===== config.mk =====
export PLATFORM = sky130hd
export DESIGN_NAME = mic_volume_meter
export DESIGN_NICKNAME = d
export VERILOG_FILES = /design/src/rtl/mic_volume_meter.sv
export SDC_FILE = /design/constraint.sdc
export NUM_CORES = 1
export LEC_CHECK = 0
export CORE_MARGIN = 2
export CORE_UTILIZATION = 39
export DETAILED_ROUTE_END_ITERATION = 10
export PLACE_DENSITY = 0.6
export SYNTH_ARGS = -nofsm -noshare
export SYNTH_HDL_FRONTEND = slang
export SYNTH_SLANG_ARGS = --single-unit

===== constraint.sdc =====
create_clock -name clk -period 4.3 [get_ports clk]
set_input_delay 0.86 -clock clk [delete_from_list [all_inputs] [get_ports clk]]
set_output_delay 0.86 -clock clk [all_outputs]
set_load 0.05 [all_outputs]

===== src/rtl/mic_volume_meter.sv =====
// Microphone volume front end: syncs the slow sample tick, tracks peak amplitude
// per fixed window and publishes peak, 0..15 level and a decaying peak-hold level.
module mic_volume_meter #(
    parameter int unsigned WINDOW_SAMPLES = 1000,
    parameter int unsigned BASELINE       = 2048,
    parameter int unsigned LEVEL_SHIFT    = 7,
    parameter int unsigned DECAY_WINDOWS  = 4
) (
    input  logic        clk,
    input  logic        rst_n,
    input  logic        sample_tick,
    input  logic [11:0] sample,
    input  logic        clear,
    output logic [11:0] window_peak,
    output logic [3:0]  level,
    output logic [3:0]  hold_level,
    output logic        level_valid
);

    localparam int unsigned SAMPLE_W = 12;
    localparam int unsigned LEVEL_W  = 4;
    localparam int unsigned CNT_W    = $clog2(WINDOW_SAMPLES);
    localparam int unsigned DEC_W    = (DECAY_WINDOWS > 1) ? $clog2(DECAY_WINDOWS) : 1;

    localparam logic [SAMPLE_W-1:0] BASE_CODE = SAMPLE_W'(BASELINE);
    localparam logic [CNT_W-1:0]    CNT_LAST  = CNT_W'(WINDOW_SAMPLES - 1);
    localparam logic [DEC_W-1:0]    DEC_LAST  = DEC_W'(DECAY_WINDOWS - 1);
    localparam logic [LEVEL_W-1:0]  LEVEL_MAX = LEVEL_W'(15);

    // Tick synchroniser and edge history
    logic sync1_q, sync2_q, hist_q;

    // Window and hold state
    logic [CNT_W-1:0]    cnt_q, cnt_d;
    logic [SAMPLE_W-1:0] run_max_q, run_max_d;
    logic [DEC_W-1:0]    decay_q, decay_d;

    // Published outputs
    logic [SAMPLE_W-1:0] peak_q, peak_d;
    logic [LEVEL_W-1:0]  level_q, level_d;
    logic [LEVEL_W-1:0]  hold_q, hold_d;
    logic                valid_q, valid_d;

    // Datapath
    logic                tick_edge_c;
    logic                win_done_c;
    logic [SAMPLE_W-1:0] amp_c;
    logic [SAMPLE_W-1:0] new_max_c;
    logic [SAMPLE_W-1:0] shifted_c;
    logic [LEVEL_W-1:0]  level_new_c;

    // A clear drops any sample whose edge lands in the same cycle
    assign tick_edge_c = sync2_q & ~hist_q & ~clear;
    assign win_done_c  = tick_edge_c && (cnt_q == CNT_LAST);
    assign amp_c       = (sample > BASE_CODE) ? (sample - BASE_CODE) : '0;
    assign new_max_c   = (amp_c > run_max_q) ? amp_c : run_max_q;
    assign shifted_c   = new_max_c >> LEVEL_SHIFT;
    assign level_new_c = (shifted_c > SAMPLE_W'(15)) ? LEVEL_MAX : shifted_c[LEVEL_W-1:0];

    always_ff @(posedge clk or negedge rst_n) begin
        if (!rst_n) begin
            sync1_q <= 1'b0;
            sync2_q <= 1'b0;
            hist_q  <= 1'b0;
        end else begin
            sync1_q <= sample_tick;
            sync2_q <= sync1_q;
            hist_q  <= sync2_q;
        end
    end

    always_ff @(posedge clk or negedge rst_n) begin
        if (!rst_n) begin
            cnt_q     <= '0;
            run_max_q <= '0;
            decay_q   <= '0;
            peak_q    <= '0;
            level_q   <= '0;
            hold_q    <= '0;
            valid_q   <= 1'b0;
        end else begin
            cnt_q     <= cnt_d;
            run_max_q <= run_max_d;
            decay_q   <= decay_d;
            peak_q    <= peak_d;
            level_q   <= level_d;
            hold_q    <= hold_d;
            valid_q   <= valid_d;
        end
    end

    always_comb begin
        cnt_d     = cnt_q;
        run_max_d = run_max_q;
        decay_d   = decay_q;
        peak_d    = peak_q;
        level_d   = level_q;
        hold_d    = hold_q;
        valid_d   = 1'b0;

        if (clear) begin
            cnt_d     = '0;
            run_max_d = '0;
            decay_d   = '0;
        end else if (win_done_c) begin
            peak_d    = new_max_c;
            level_d   = level_new_c;
            run_max_d = '0;
            cnt_d     = '0;
            valid_d   = 1'b1;
            // Hold tracks rises at once, falls one step per DECAY_WINDOWS quiet windows
            if (level_new_c >= hold_q) begin
                hold_d  = level_new_c;
                decay_d = '0;
            end else if (decay_q == DEC_LAST) begin
                hold_d  = hold_q - LEVEL_W'(1);
                decay_d = '0;
            end else begin
                decay_d = decay_q + DEC_W'(1);
            end
        end else if (tick_edge_c) begin
            run_max_d = new_max_c;
            cnt_d     = cnt_q + CNT_W'(1);
        end
    end

    assign window_peak = peak_q;
    assign level       = level_q;
    assign hold_level  = hold_q;
    assign level_valid = valid_q;

endmodule


==> results of run 1 <==
[cells by family (layout without fill, tap and decap cells)]
| family | count (synthesis) | count (layout) | share of synthesized area [%] |
|---|---|---|---|
| adder cells (fa/ha/maj) | 19 | 19 | 8.81 |
| flip-flops | 48 | 48 | 44.5 |
| buffers and inverters | 31 | 94 | 4.73 |
| XOR/XNOR | 6 | 6 | 1.95 |
| multiplexers | 13 | 13 | 5.01 |
| AO/OA/AOI/OAI | 64 | 64 | 16.5 |
| other | 1 | 1 | 0.139 |
| AND/OR/NAND/NOR | 93 | 93 | 18.4 |
[layer usage]
layer  vias up  track usage [%]  part of all wire, %
li1       1106                -                    -
met1      1070             24.7                   50
met2        40             27.6                   46
met3         4             3.98                  3.5
met4         0             3.92                 0.50
met5         -                0                    0
[sequential cells by signal (all words and copies together) (netlist names)]
register     flops
cnt_q           10
decay_q          2
hist_q           1
hold_level       4
level            4
level_valid      1
run_max_q       12
sync1_q          1
sync2_q          1
window_peak     12
[critical path, cell delays in order]
cell                              delay [ns]
sky130_fd_sc_hd__clkdlybuf4s50_1        0.40
sky130_fd_sc_hd__and2_1                 0.15
sky130_fd_sc_hd__ha_1                   0.32
sky130_fd_sc_hd__a41oi_1                0.21
sky130_fd_sc_hd__o21ai_0                0.14
sky130_fd_sc_hd__a221o_1                0.35
sky130_fd_sc_hd__o211a_1                0.23
sky130_fd_sc_hd__a21oi_1                0.16
sky130_fd_sc_hd__ha_1                   0.25
sky130_fd_sc_hd__nand2b_1               0.14
sky130_fd_sc_hd__a2111o_1               0.41
sky130_fd_sc_hd__and2_1                 0.20
sky130_fd_sc_hd__or4_1                  0.40
sky130_fd_sc_hd__nand2_1                0.07
[how the worst min path moves through the flow]
| stage | startpoint | end | slack [ns] | cells past startpoint |
|---|---|---|---|---|
| floorplan | sync1_q$_DFF_PN0_ | sync2_q$_DFF_PN0_ | 0.33 | 0 |
| global placement | sync1_q$_DFF_PN0_ | sync2_q$_DFF_PN0_ | 0.34 | 0 |
| detailed placement | sync1_q$_DFF_PN0_ | sync2_q$_DFF_PN0_ | 0.34 | 0 |
| CTS | sync1_q$_DFF_PN0_ | sync2_q$_DFF_PN0_ | 0.36 | 0 |
| global route | sync1_q$_DFF_PN0_ | sync2_q$_DFF_PN0_ | 0.39 | 0 |
| finish | sync1_q$_DFF_PN0_ | sync2_q$_DFF_PN0_ | 0.36 | 0 |
[cell usage in the layout, fill, tap and decap left out, drive strengths merged, types with 3 or more instances in the layout]
cell type / instances
a21oi: 13
and2: 13
clkdlybuf4s50: 34
or3: 4
nand4: 8
o21a: 3
xor2: 5
clkbuf: 5
mux2: 4
nand2: 28
a22o: 10
nand2b: 3
dfrtp: 48
o21ai: 18
nor3: 4
and3: 3
mux2i: 9
nor2: 15
nand3: 4
inv: 21
ha: 19
buf: 30
[stage by stage]
stage	hold WS (ns)	instances	worst slack, ns	total power [W]	util, %
2_1_floorplan	0.331	275	0.136	0.000555	-
3_3_place_gp	0.342	410	-0.261	0.000629	49.2
3_5_place_dp	0.339	410	-0.315	0.000631	49.2
4_1_cts	0.361	418	0.00823	0.000966	50.8
5_1_grt	0.390	418	0.132	0.00101	50.9
6_report	0.358	418	0.262	0.000954	50.9
[layout make-up]
type | instances | area, µm²
multi-input combinational | 196 | 1380
clock buffer | 5 | 68.8
timing repair buffer | 65 | 576
sequential | 48 | 1200
tap | 80 | 100
clock inverter | 3 | 42.5
inverter | 21 | 78.8
fill | 653 | 3310
[where the power goes]
group / switching, W / internal, W / total [W] / leakage [nW]
sequential: 0.00000543 / 0.000457 / 0.000463 / 0.650
clock: 0.000158 / 0.000172 / 0.000331 / 0.0541
combinational: 0.0000830 / 0.0000775 / 0.000161 / 0.937
[timing repair]
| action | in CTS | in global routing |
|---|---|---|
| endpoints found under the setup margin | 0 | 5 |
| endpoints found under the hold margin | 0 | 0 |
| gates resized for setup | 0 | 2 |
==> impl_metrics.prom, run 1 <==
# TYPE chip_impl_metric gauge
chip_impl_metric{name="syn-num-nets",unit=""} 310
chip_impl_metric{name="cts.path.max_buffers",unit=""} 2
chip_impl_metric{name="report.final.slew_viol_count",unit=""} 0
chip_impl_info{name="rsz0062_at_grt",value="false"} 1
chip_impl_metric{name="clk-insertion-delay-late",unit="ns"} 0.31
chip_impl_info{name="cts_root_buf",value="sky130_fd_sc_hd__clkbuf_8"} 1
chip_impl_info{name="tritoncts_clock_tree",value="done"} 1
chip_impl_metric{name="maxCapViolations",unit=""} 0
chip_impl_metric{name="die_width",unit="µm"} 87.2
chip_impl_metric{name="worst_clock_skew",unit="ns"} 0.00814
chip_impl_metric{name="die_height",unit="µm"} 87.2
chip_impl_metric{name="place.gp.congestion",unit=""} 0.828
chip_impl_metric{name="synth_enable_flop_cells",unit=""} 0
chip_impl_info{name="end_kind",value="flop"} 1
chip_impl_metric{name="power.density",unit="nW/µm²"} 277
chip_impl_metric{name="reg2reg_setup_slack",unit="ns"} 0.92
chip_impl_metric{name="cts_post_setup_buffers_inserted",unit=""} 0
chip_impl_info{name="timing.critical_path.from_type",value="input port"} 1
chip_impl_metric{name="timing.fmax",unit="GHz"} 0.248
chip_impl_metric{name="maximum_number_of_pins_on_one_net_before_global_route_repair",unit=""} 49
chip_impl_metric{name="fin_crit",unit="ns"} 4.04
chip_impl_metric{name="postSynthRegisterBits",unit=""} 48
chip_impl_metric{name="highest_net_fanout_along_the_worst_path",unit=""} 6
chip_impl_info{name="synth.most_common_cell",value="sky130_fd_sc_hd__dfrtp_1"} 1
chip_impl_info{name="min-delay-path-class",value="reg2reg"} 1
chip_impl_metric{name="clkSlewWorstSetupHoldPaths",unit="ns"} 0.09
chip_impl_info{name="synth_ff_type",value="sky130_fd_sc_hd__dfrtp_1"} 1
chip_impl_metric{name="overflow",unit=""} 0
chip_impl_info{name="synthTopCellsByCount",value="sky130_fd_sc_hd__dfrtp_1, sky130_fd_sc_hd__nand2_1, sky130_fd_sc_hd__inv_1"} 1
chip_impl_metric{name="final_cell_area",unit="µm²"} 3440
chip_impl_metric{name="clock_sinks",unit=""} 48
chip_impl_metric{name="initial_core_util",unit="%"} 39.9
chip_impl_metric{name="route.final.wire_length",unit="µm"} 6250
chip_impl_metric{name="grt_first_pass_wirelength",unit="µm"} 10400
chip_impl_metric{name="antenna_violations_before_repair",unit=""} 0
chip_impl_info{name="critical_register_to_register_path_endpoint",value="decay_q[0]$_DFFE_PN0P_"} 1
chip_impl_metric{name="yosysWarningCount",unit=""} 0
chip_impl_metric{name="routedWlPerCell",unit="µm"} 15.0
chip_impl_metric{name="core_area",unit="µm²"} 6760
chip_impl_metric{name="finalCritPeriodShare",unit="%"} 93.9
chip_impl_metric{name="timing.final.setup_violations",unit=""} 0
chip_impl_metric{name="ant_nets",unit=""} 0
chip_impl_metric{name="cts_hold_buf",unit=""} 0
chip_impl_metric{name="post-synth-top-area-fraction",unit="%"} 44.5
chip_impl_metric{name="floorplan.io_pins",unit=""} 37
chip_impl_metric{name="static-leakage-power",unit="nW"} 1.64
chip_impl_metric{name="vias_per_cell",unit=""} 5.31
chip_impl_metric{name="dieArea",unit="µm²"} 7600
chip_impl_metric{name="timing.setup.tns",unit="ns"} 0
chip_impl_metric{name="port_buffers",unit=""} 36
chip_impl_metric{name="number_of_diodes",unit=""} 0
chip_impl_metric{name="rr_worst_depth",unit=""} 13
chip_impl_metric{name="cts-htree-levels",unit=""} 2
chip_impl_metric{name="dr_total_vias",unit=""} 2220
chip_impl_metric{name="worst_pin_slew",unit="ns"} 0.733
chip_impl_metric{name="synth_cells",unit=""} 275
chip_impl_metric{name="post-dp-hpwl",unit="µm"} 4480
chip_impl_metric{name="critPathRequiredTime",unit="ns"} 4.56
chip_impl_metric{name="post_dp_cell_area",unit="µm²"} 3320
chip_impl_info{name="crit-reg2reg-launch",value="run_max_q[6]$_DFFE_PN0P_"} 1
chip_impl_metric{name="num-nets-final",unit=""} 372
chip_impl_info{name="setup.worst_path.start",value="sample[6]"} 1
chip_impl_info{name="synth.area.top_cells",value="sky130_fd_sc_hd__dfrtp_1, sky130_fd_sc_hd__ha_1, sky130_fd_sc_hd__nand2_1, sky130_fd_sc_hd__mux2i_1, sky130_fd_sc_hd__a22o_1"} 1
chip_impl_metric{name="placement_rows",unit=""} 30
chip_impl_metric{name="area.growth.synth_to_final",unit="%"} 27.5
chip_impl_metric{name="drive_above_1_share",unit="%"} 13.9
chip_impl_metric{name="first_global_vias",unit=""} 2180
chip_impl_metric{name="cts_inserted_buffers",unit=""} 5
chip_impl_metric{name="syn_area",unit="µm²"} 2700
chip_impl_metric{name="worstPathArrival",unit="ns"} 4.29
chip_impl_metric{name="timing_hold_violations_final",unit=""} 0
chip_impl_metric{name="vdd_ir_drop_max",unit="V"} 0.000280
chip_impl_info{name="run_status",value="completed"} 1
chip_impl_metric{name="ys_async_sr_fraction",unit="%"} 100
chip_impl_metric{name="drc_errors",unit=""} 0
chip_impl_metric{name="ys_types",unit=""} 51
chip_impl_info{name="timing_worst_setup_path_type",value="in2reg"} 1
chip_impl_metric{name="detailedRoute.firstIterationViolations",unit=""} 75
chip_impl_metric{name="grt_usage",unit="%"} 17.5
chip_impl_info{name="cell_taking_the_most_area_after_synthesis",value="sky130_fd_sc_hd__dfrtp_1"} 1
chip_impl_metric{name="timing.slew.headroom",unit="%"} 51.1
chip_impl_metric{name="synthesis.area_per_instance",unit="µm²"} 9.81
chip_impl_metric{name="synth-seq-area-share",unit="%"} 44.5
chip_impl_info{name="timing.critical_path.to",value="decay_q[0]$_DFFE_PN0P_"} 1
chip_impl_metric{name="firstDrtPassIters",unit=""} 4
Note: power is estimated with default switching activity, not from simulation.
==> run 2: changes to the inputs <==
ABC_AREA = 1   (was default)
CAP_MARGIN = 10   (was default)
==> run 2 against run 1 <==
Against the previous run:
- combinational power grew 17%
- critical path depth grew 15
- final area grew 1.3%
- sequential power grew 2%
- area after synthesis grew 6.4%
- core utilization shrank 2.3 points
- worst hold slack gained 0.0023 ns
- sequential cell count is the same
- die area grew 6.1%
- first-iteration DRC count shrank 45%
- power shrank 3.9%
- via count grew 1.7%
- largest power group unchanged
==> impl_metrics.prom, run 2 <==
# TYPE chip_impl_metric gauge
chip_impl_metric{name="cts.path.max_buffers",unit=""} 2
chip_impl_metric{name="detailedRoute.firstIterationViolations",unit=""} 41
chip_impl_metric{name="initial_core_util",unit="%"} 40.0
chip_impl_metric{name="power.density",unit="nW/µm²"} 263
chip_impl_metric{name="firstDrtPassIters",unit=""} 4
chip_impl_metric{name="post-synth-top-area-fraction",unit="%"} 41.8
chip_impl_metric{name="worst-path-buf-inv",unit=""} 7
chip_impl_info{name="worst_path_most_repeated_cell",value="sky130_fd_sc_hd__nand2_1"} 1
chip_impl_metric{name="cp_slowest_stage_delay",unit="ns"} 0.42
chip_impl_metric{name="finalCritPeriodShare",unit="%"} 92.2
chip_impl_metric{name="post_dp_cell_area",unit="µm²"} 3350
chip_impl_metric{name="route.final.wire_length",unit="µm"} 5980
chip_impl_metric{name="ys_types",unit=""} 39
chip_impl_metric{name="routedWlPerCell",unit="µm"} 12.4
chip_impl_metric{name="postSynthRegisterBits",unit=""} 48
chip_impl_info{name="mostFrequentLayoutCell",value="sky130_fd_sc_hd__nand2_1"} 1
chip_impl_metric{name="drive_above_1_share",unit="%"} 16.4
chip_impl_metric{name="report.final.slew_viol_count",unit=""} 0
chip_impl_metric{name="cts_hold_buf",unit=""} 0
chip_impl_metric{name="timing.setup.tns",unit="ns"} 0
chip_impl_metric{name="post-dp-hpwl",unit="µm"} 4510
chip_impl_metric{name="core_area",unit="µm²"} 7180
chip_impl_metric{name="area.growth.synth_to_final",unit="%"} 21.5
chip_impl_metric{name="drc_errors",unit=""} 0
chip_impl_info{name="tritoncts_clock_tree",value="done"} 1
chip_impl_metric{name="die_width",unit="µm"} 89.8
chip_impl_metric{name="ant_nets",unit=""} 0
chip_impl_metric{name="num-nets-final",unit=""} 420
chip_impl_metric{name="timing.fmax",unit="GHz"} 0.252
chip_impl_metric{name="yosysWarningCount",unit=""} 0
chip_impl_metric{name="antenna_violations_before_repair",unit=""} 0
chip_impl_metric{name="ys_async_sr_fraction",unit="%"} 100
chip_impl_info{name="timing_worst_setup_path_type",value="in2reg"} 1
chip_impl_metric{name="overflow",unit=""} 0
chip_impl_metric{name="syn_area",unit="µm²"} 2870
chip_impl_metric{name="critPathRequiredTime",unit="ns"} 4.53
chip_impl_metric{name="static-leakage-power",unit="nW"} 1.73
chip_impl_info{name="synthTopCellsByCount",value="sky130_fd_sc_hd__nand2_1, sky130_fd_sc_hd__inv_1, sky130_fd_sc_hd__dfrtp_1"} 1
chip_impl_info{name="critical_path.top_delay_family",value="simple AND/OR/NAND/NOR gates"} 1
chip_impl_metric{name="fillCellCount",unit=""} 696
chip_impl_metric{name="die_height",unit="µm"} 89.8
chip_impl_metric{name="number_of_diodes",unit=""} 0
chip_impl_metric{name="port_buffers",unit=""} 36
chip_impl_metric{name="fin_crit",unit="ns"} 3.97
chip_impl_metric{name="dieArea",unit="µm²"} 8060
chip_impl_metric{name="layoutNonFillerInstCount",unit=""} 484
chip_impl_metric{name="maxCapViolations",unit=""} 0
chip_impl_metric{name="clkSlewWorstSetupHoldPaths",unit="ns"} 0.09
chip_impl_metric{name="highest_net_fanout_along_the_worst_path",unit=""} 6
chip_impl_metric{name="synthesis.area_per_instance",unit="µm²"} 8.45
chip_impl_metric{name="worstPathArrival",unit="ns"} 4.19
chip_impl_metric{name="place.gp.congestion",unit=""} 0.892
chip_impl_metric{name="first_global_vias",unit=""} 2251
chip_impl_info{name="synth_ff_type",value="sky130_fd_sc_hd__dfrtp_1"} 1
chip_impl_metric{name="final.setup.worst_slack",unit="ns"} 0.335
chip_impl_metric{name="dpl.cell_count",unit=""} 476
chip_impl_metric{name="floorplan.io_pins",unit=""} 37
chip_impl_metric{name="final_cell_area",unit="µm²"} 3490
chip_impl_info{name="rsz0062_at_grt",value="false"} 1
chip_impl_metric{name="grt_first_pass_wirelength",unit="µm"} 10400
chip_impl_metric{name="syn-num-nets",unit=""} 375
chip_impl_metric{name="vdd_ir_drop_max",unit="V"} 0.000137
chip_impl_metric{name="timing.slew.headroom",unit="%"} 60.0
chip_impl_metric{name="clock_sinks",unit=""} 48
chip_impl_metric{name="cts_inserted_buffers",unit=""} 5
chip_impl_info{name="cp_slowest_cell",value="sky130_fd_sc_hd__clkdlybuf4s50_1"} 1
chip_impl_info{name="run_status",value="completed"} 1
chip_impl_metric{name="synth_cells",unit=""} 340
chip_impl_info{name="end_kind",value="flop"} 1
chip_impl_metric{name="placement_rows",unit=""} 31
chip_impl_metric{name="dr_total_vias",unit=""} 2257
chip_impl_info{name="cts_root_buf",value="sky130_fd_sc_hd__clkbuf_8"} 1
chip_impl_metric{name="worst_pin_slew",unit="ns"} 0.600
chip_impl_metric{name="cts-htree-levels",unit=""} 2
chip_impl_metric{name="synth_enable_flop_cells",unit=""} 0
chip_impl_info{name="min-delay-path-class",value="reg2reg"} 1
chip_impl_metric{name="synth-seq-area-share",unit="%"} 41.8
chip_impl_metric{name="worst_clock_skew",unit="ns"} 0.0100
chip_impl_metric{name="vias_per_cell",unit=""} 4.66
chip_impl_info{name="synth.most_common_cell",value="sky130_fd_sc_hd__nand2_1"} 1
chip_impl_info{name="synth.area.top_cells",value="sky130_fd_sc_hd__dfrtp_1, sky130_fd_sc_hd__nand2_1, sky130_fd_sc_hd__ha_1, sky130_fd_sc_hd__inv_1, sky130_fd_sc_hd__nor2_1"} 1
chip_impl_info{name="final_cell_mix",value="sky130_fd_sc_hd__nand2_1, sky130_fd_sc_hd__dfrtp_1, sky130_fd_sc_hd__inv_1"} 1
chip_impl_info{name="timing.critical_path.from_type",value="input port"} 1
chip_impl_metric{name="clk-insertion-delay-late",unit="ns"} 0.30
chip_impl_metric{name="grt_usage",unit="%"} 15.7
chip_impl_metric{name="timing_hold_violations_final",unit=""} 0
chip_impl_info{name="cell_taking_the_most_area_after_synthesis",value="sky130_fd_sc_hd__dfrtp_1"} 1
chip_impl_metric{name="place_worst_setup_slack",unit="ns"} -0.0530
chip_impl_metric{name="maximum_number_of_pins_on_one_net_before_global_route_repair",unit=""} 49
chip_impl_metric{name="timing.final.setup_violations",unit=""} 0
-- run 2: changes by cell type after synthesis, sizes merged, moves of 6 or more --
cell,change
a22o,-9
nand2,+58
o21ai,+10
and2,-13
a21oi,+6
nand3,+13
mux2i,-9
inv,+36
o22ai,+7
nor2,+16
-- run 2: power by group --
| group | switching, W | internal (W) |
|---|---|---|
| clock | 0.000146 | 0.000111 |
| combinational | 0.000117 | 0.0000715 |
| sequential | 0.00000727 | 0.000464 |
| total | 0.000270 | 0.000646 |
-- run 2: per-stage QoR --
| step | utilization, % | power (W) | hold slack (ns) |
|---|---|---|---|
| 3_3_place_gp | 46.7 | 0.000656 | 0.336 |
| 3_5_place_dp | 46.7 | 0.000660 | 0.343 |
| 5_1_grt | 48.6 | 0.000972 | 0.370 |
| 6_report | 48.6 | 0.000916 | 0.360 |
| 2_1_floorplan | - | 0.000606 | 0.331 |
| 4_1_cts | 47.7 | 0.000921 | 0.364 |
-- run 2: timing repair --
| action | in CTS | in global routing |
|---|---|---|
| buffers inserted | 0 | 1 |
| setup endpoints to repair | 0 | 6 |
| resized for setup | 0 | 14 |
-- run 2: final timing paths --
| kind | start | to | slack, ns | depth (start not counted) |
|---|---|---|---|---|
| min in group asynchronous | rst_n | window_peak[9]$_DFFE_PN0P_ | 0.64 | 2 |
| min | sync1_q$_DFF_PN0_ | sync2_q$_DFF_PN0_ | 0.36 | 0 |
| min reg2reg | sync1_q$_DFF_PN0_ | sync2_q$_DFF_PN0_ | 0.36 | 0 |
| max | sample[10] | hold_level[2]$_DFFE_PN0P_ | 0.33 | 29 |
| max reg2reg | run_max_q[9]$_DFFE_PN0P_ | hold_level[2]$_DFFE_PN0P_ | 1.33 | 21 |
| max in group asynchronous | rst_n | run_max_q[2]$_DFFE_PN0P_ | 3.24 | 2 |
-- run 2: metal layers --
metal | track usage [%] | share of wire [%] | vias up
met5 | 0 | 0 | -
met4 | 4.62 | 1.2 | 0
met3 | 2.26 | 2.2 | 5
met2 | 26.3 | 47 | 25
met1 | 21.3 | 50 | 1045
li1 | - | - | 1182
-- run 2: area by class of cell --
class | instances | area [µm²] | area share, %
Timing Repair Buffer | 42 | 408 | 11.7
Sequential cell | 48 | 1200 | 34.4
Clock inverter | 1 | 5.00 | 0.143
Multi-Input combinational cell | 231 | 1460 | 42.0
Clock buffer | 6 | 72.6 | 2.08
Inverter | 57 | 214 | 6.13
Tap cell | 99 | 124 | 3.55
-- run 2: cells by family after synthesis --
| logic type | after synthesis | synth area share [%] |
|---|---|---|
| compound gates | 60 | 12.6 |
| xor+xnor | 2 | 0.610 |
| fa+ha+maj | 19 | 8.28 |
| buf+inv | 61 | 8.85 |
| flops | 48 | 41.8 |
| other cells | 1 | 0.131 |
| simple gates | 149 | 27.7 |
-- run 2: worst reg2reg max path, delay by kind of cell (launching register included) --
family,cells,cell delay [ns]
fa+ha+maj,2,0.57
simple gates,10,0.90
flops,1,0.42
compound gates,4,0.51
buf+inv,5,0.50
==> run 3: changes to the inputs <==
CORE_ASPECT_RATIO = 1.75   (was default)
SLEW_MARGIN = 20   (was default)
==> run 3 against run 2 <==
Against the previous run:
- register-to-register slack about the same
- global-route usage increased by 2.2 points
- sequential share of layout area decreased by 1.0 points
- largest cell class unchanged
==> impl_metrics.prom, run 3 (synthesized netlist as in run 2, its figures left out) <==
# TYPE chip_impl_metric gauge
chip_impl_metric{name="number_of_diodes",unit=""} 0
chip_impl_metric{name="drive_above_1_share",unit="%"} 17.8
chip_impl_metric{name="worst-path-buf-inv",unit=""} 4
chip_impl_metric{name="num-nets-final",unit=""} 433
chip_impl_metric{name="initial_core_util",unit="%"} 40.0
chip_impl_metric{name="maxCapViolations",unit=""} 0
chip_impl_metric{name="dr_total_vias",unit=""} 2377
chip_impl_info{name="final_cell_mix",value="sky130_fd_sc_hd__nand2_1, sky130_fd_sc_hd__inv_1, sky130_fd_sc_hd__dfrtp_1"} 1
chip_impl_metric{name="timing_hold_violations_final",unit=""} 0
chip_impl_metric{name="floorplan.io_pins",unit=""} 37
chip_impl_metric{name="internal_power",unit="W"} 0.000755
chip_impl_metric{name="core_area",unit="µm²"} 7180
chip_impl_info{name="cp_slowest_cell",value="sky130_fd_sc_hd__clkdlybuf4s50_1"} 1
chip_impl_metric{name="cts-htree-levels",unit=""} 2
chip_impl_info{name="critical_path.top_delay_family",value="simple AND/OR/NAND/NOR gates"} 1
chip_impl_info{name="timing_worst_setup_path_type",value="in2reg"} 1
chip_impl_info{name="tritoncts_clock_tree",value="done"} 1
chip_impl_metric{name="timing.fmax",unit="GHz"} 0.250
chip_impl_metric{name="placement_rows",unit=""} 41
chip_impl_metric{name="static-leakage-power",unit="nW"} 1.81
chip_impl_metric{name="cts.path.max_buffers",unit=""} 2
chip_impl_metric{name="dieArea",unit="µm²"} 8090
chip_impl_info{name="timing.critical_path.from_type",value="input port"} 1
chip_impl_metric{name="ant_nets",unit=""} 0
chip_impl_metric{name="clk-insertion-delay-late",unit="ns"} 0.30
chip_impl_metric{name="share_comb_of_total_power",unit="%"} 18.7
chip_impl_metric{name="drc_errors",unit=""} 0
chip_impl_metric{name="final_cell_area",unit="µm²"} 3590
chip_impl_metric{name="cts_inserted_buffers",unit=""} 5
chip_impl_metric{name="routed-wl-met3",unit="µm"} 163
chip_impl_metric{name="m1WireLength",unit="µm"} 2510
chip_impl_metric{name="power.density",unit="nW/µm²"} 291
chip_impl_info{name="mostFrequentLayoutCell",value="sky130_fd_sc_hd__nand2_1"} 1
chip_impl_info{name="hold_end",value="sync2_q$_DFF_PN0_"} 1
chip_impl_metric{name="highest_net_fanout_along_the_worst_path",unit=""} 6
chip_impl_metric{name="worstPathArrival",unit="ns"} 4.19
chip_impl_metric{name="port_buffers",unit=""} 36
chip_impl_metric{name="cp_slowest_stage_delay",unit="ns"} 0.45
chip_impl_info{name="cts_root_buf",value="sky130_fd_sc_hd__clkbuf_16"} 1
chip_impl_metric{name="place.gp.congestion",unit=""} 0.806
chip_impl_metric{name="final.setup.worst_slack",unit="ns"} 0.300
chip_impl_metric{name="grt_first_pass_wirelength",unit="µm"} 10900
chip_impl_metric{name="die_height",unit="µm"} 118
chip_impl_metric{name="detailedRoute.firstIterationViolations",unit=""} 120
chip_impl_metric{name="fin_crit",unit="ns"} 4.00
chip_impl_metric{name="finalCritPeriodShare",unit="%"} 93.0
chip_impl_metric{name="clock_power_share",unit="%"} 36.3
chip_impl_info{name="run_status",value="completed"} 1
chip_impl_metric{name="vdd_ir_drop_max",unit="V"} 0.000217
chip_impl_info{name="worst_path_most_repeated_cell",value="sky130_fd_sc_hd__nand2_1"} 1
chip_impl_metric{name="vias_per_cell",unit=""} 4.91
chip_impl_metric{name="post_dp_cell_area",unit="µm²"} 3430
chip_impl_metric{name="critPathRequiredTime",unit="ns"} 4.49
chip_impl_metric{name="overflow",unit=""} 0
chip_impl_metric{name="clock_sinks",unit=""} 48
chip_impl_info{name="critical_register_to_register_path_endpoint",value="hold_level[1]$_DFFE_PN0P_"} 1
chip_impl_info{name="crit-reg2reg-launch",value="run_max_q[7]$_DFFE_PN0P_"} 1
chip_impl_metric{name="die_width",unit="µm"} 68.9
chip_impl_metric{name="cts_hold_buf",unit=""} 0
chip_impl_metric{name="routedWlPerCell",unit="µm"} 13.4
chip_impl_info{name="min-delay-path-class",value="reg2reg"} 1
chip_impl_metric{name="maximum_number_of_pins_on_one_net_before_global_route_repair",unit=""} 49
chip_impl_metric{name="reg2reg_setup_slack",unit="ns"} 1.34
chip_impl_info{name="hold_start",value="sync1_q$_DFF_PN0_"} 1
chip_impl_metric{name="grt_usage",unit="%"} 17.9
chip_impl_metric{name="firstDrtPassIters",unit=""} 5
chip_impl_metric{name="power.total",unit="W"} 0.00105
chip_impl_metric{name="timing.setup.tns",unit="ns"} 0
chip_impl_metric{name="post-dp-hpwl",unit="µm"} 5000
chip_impl_metric{name="route.final.wire_length",unit="µm"} 6490
chip_impl_metric{name="first_global_vias",unit=""} 2358
chip_impl_metric{name="place_worst_setup_slack",unit="ns"} -0.124
chip_impl_info{name="highest-signal-layer",value="met4"} 1
chip_impl_metric{name="total_switching_power",unit="W"} 0.000292
chip_impl_info{name="end_kind",value="flop"} 1
chip_impl_metric{name="hold-path-cell-count",unit=""} 0
chip_impl_metric{name="pwr-share-seq",unit="%"} 45.0
chip_impl_metric{name="worst_clock_skew",unit="ns"} 0.00909
chip_impl_metric{name="rr_worst_depth",unit=""} 20
chip_impl_metric{name="report.final.slew_viol_count",unit=""} 0
chip_impl_metric{name="area.growth.synth_to_final",unit="%"} 25.1
chip_impl_metric{name="power.switching_fraction",unit="%"} 27.9
chip_impl_metric{name="timing.slew.headroom",unit="%"} 58.3
chip_impl_metric{name="timing.final.setup_violations",unit=""} 0
chip_impl_metric{name="worst_pin_slew",unit="ns"} 0.625
chip_impl_metric{name="antenna_violations_before_repair",unit=""} 0
chip_impl_metric{name="clkSlewWorstSetupHoldPaths",unit="ns"} 0.07
chip_impl_metric{name="wl_met2",unit="µm"} 3580
-- run 3: cell count changes in the layout (fill, tap and decap cells not counted), moves of 2 or more --
| cell | previous run | this run |
|---|---|---|
| sky130_fd_sc_hd__buf_6 | 2 | 0 |
| sky130_fd_sc_hd__clkbuf_8 | 5 | 0 |
| sky130_fd_sc_hd__clkbuf_16 | 0 | 5 |
| sky130_fd_sc_hd__inv_1 | 46 | 49 |
| sky130_fd_sc_hd__buf_4 | 4 | 20 |
| sky130_fd_sc_hd__a21oi_1 | 14 | 16 |
| sky130_fd_sc_hd__inv_2 | 11 | 8 |
| sky130_fd_sc_hd__a21oi_2 | 5 | 3 |
-- run 3: layout make-up --
class / count / area (µm²)
fillers: 723 / 3590
multi-input cells: 231 / 1430
flip-flops and latches: 48 / 1200
repair buffers: 55 / 500
inverters: 57 / 214
clock buffers: 5 / 125
well taps: 86 / 108
clock inverters: 2 / 12.5
-- run 3: per-stage QoR --
step,util (%),hold slack (ns),cells
4_1_cts,49.7,0.353,483
3_5_place_dp,47.8,0.338,476
6_report,50.0,0.353,484
2_1_floorplan,-,0.331,340
5_1_grt,50.0,0.363,484
3_3_place_gp,47.8,0.334,476
-- run 3: power groups by stage --
stage	logic, W	registers, W	clock network [W]
6_report	0.000196	0.000471	0.000380
5_1_grt	0.000225	0.000472	0.000409
4_1_cts	0.000196	0.000471	0.000389
3_5_place_dp	0.000194	0.000480	0
3_3_place_gp	0.000193	0.000480	0
2_1_floorplan	0.000128	0.000478	0
-- run 3: layer usage --
metal / vias to the layer above / GRT usage, %
met3: 11 / 2.68
met2: 42 / 31.3
met5: - / 0
met1: 1117 / 20.3
li1: 1207 / -
met4: 0 / 8.58
-- run 3: what timing repair did --
item / CTS / global route
resized for setup: 0 / 3
buffers inserted: 0 / 1
setup endpoints to repair: 0 / 4
-- run 3: how the worst max path moves through the flow --
stage | startpoint | end | slack, ns | cells past startpoint
2_1_floorplan | sample[10] | hold_level[2]$_DFFE_PN0P_ | 0.45 | 29
3_3_place_gp | sample[4] | hold_level[2]$_DFFE_PN0P_ | -0.05 | 25
3_5_place_dp | sample[4] | hold_level[2]$_DFFE_PN0P_ | -0.12 | 25
4_1_cts | sample[4] | hold_level[2]$_DFFE_PN0P_ | 0.17 | 25
5_1_grt | sample[4] | hold_level[1]$_DFFE_PN0P_ | -0.03 | 26
6_report | sample[4] | hold_level[1]$_DFFE_PN0P_ | 0.30 | 26
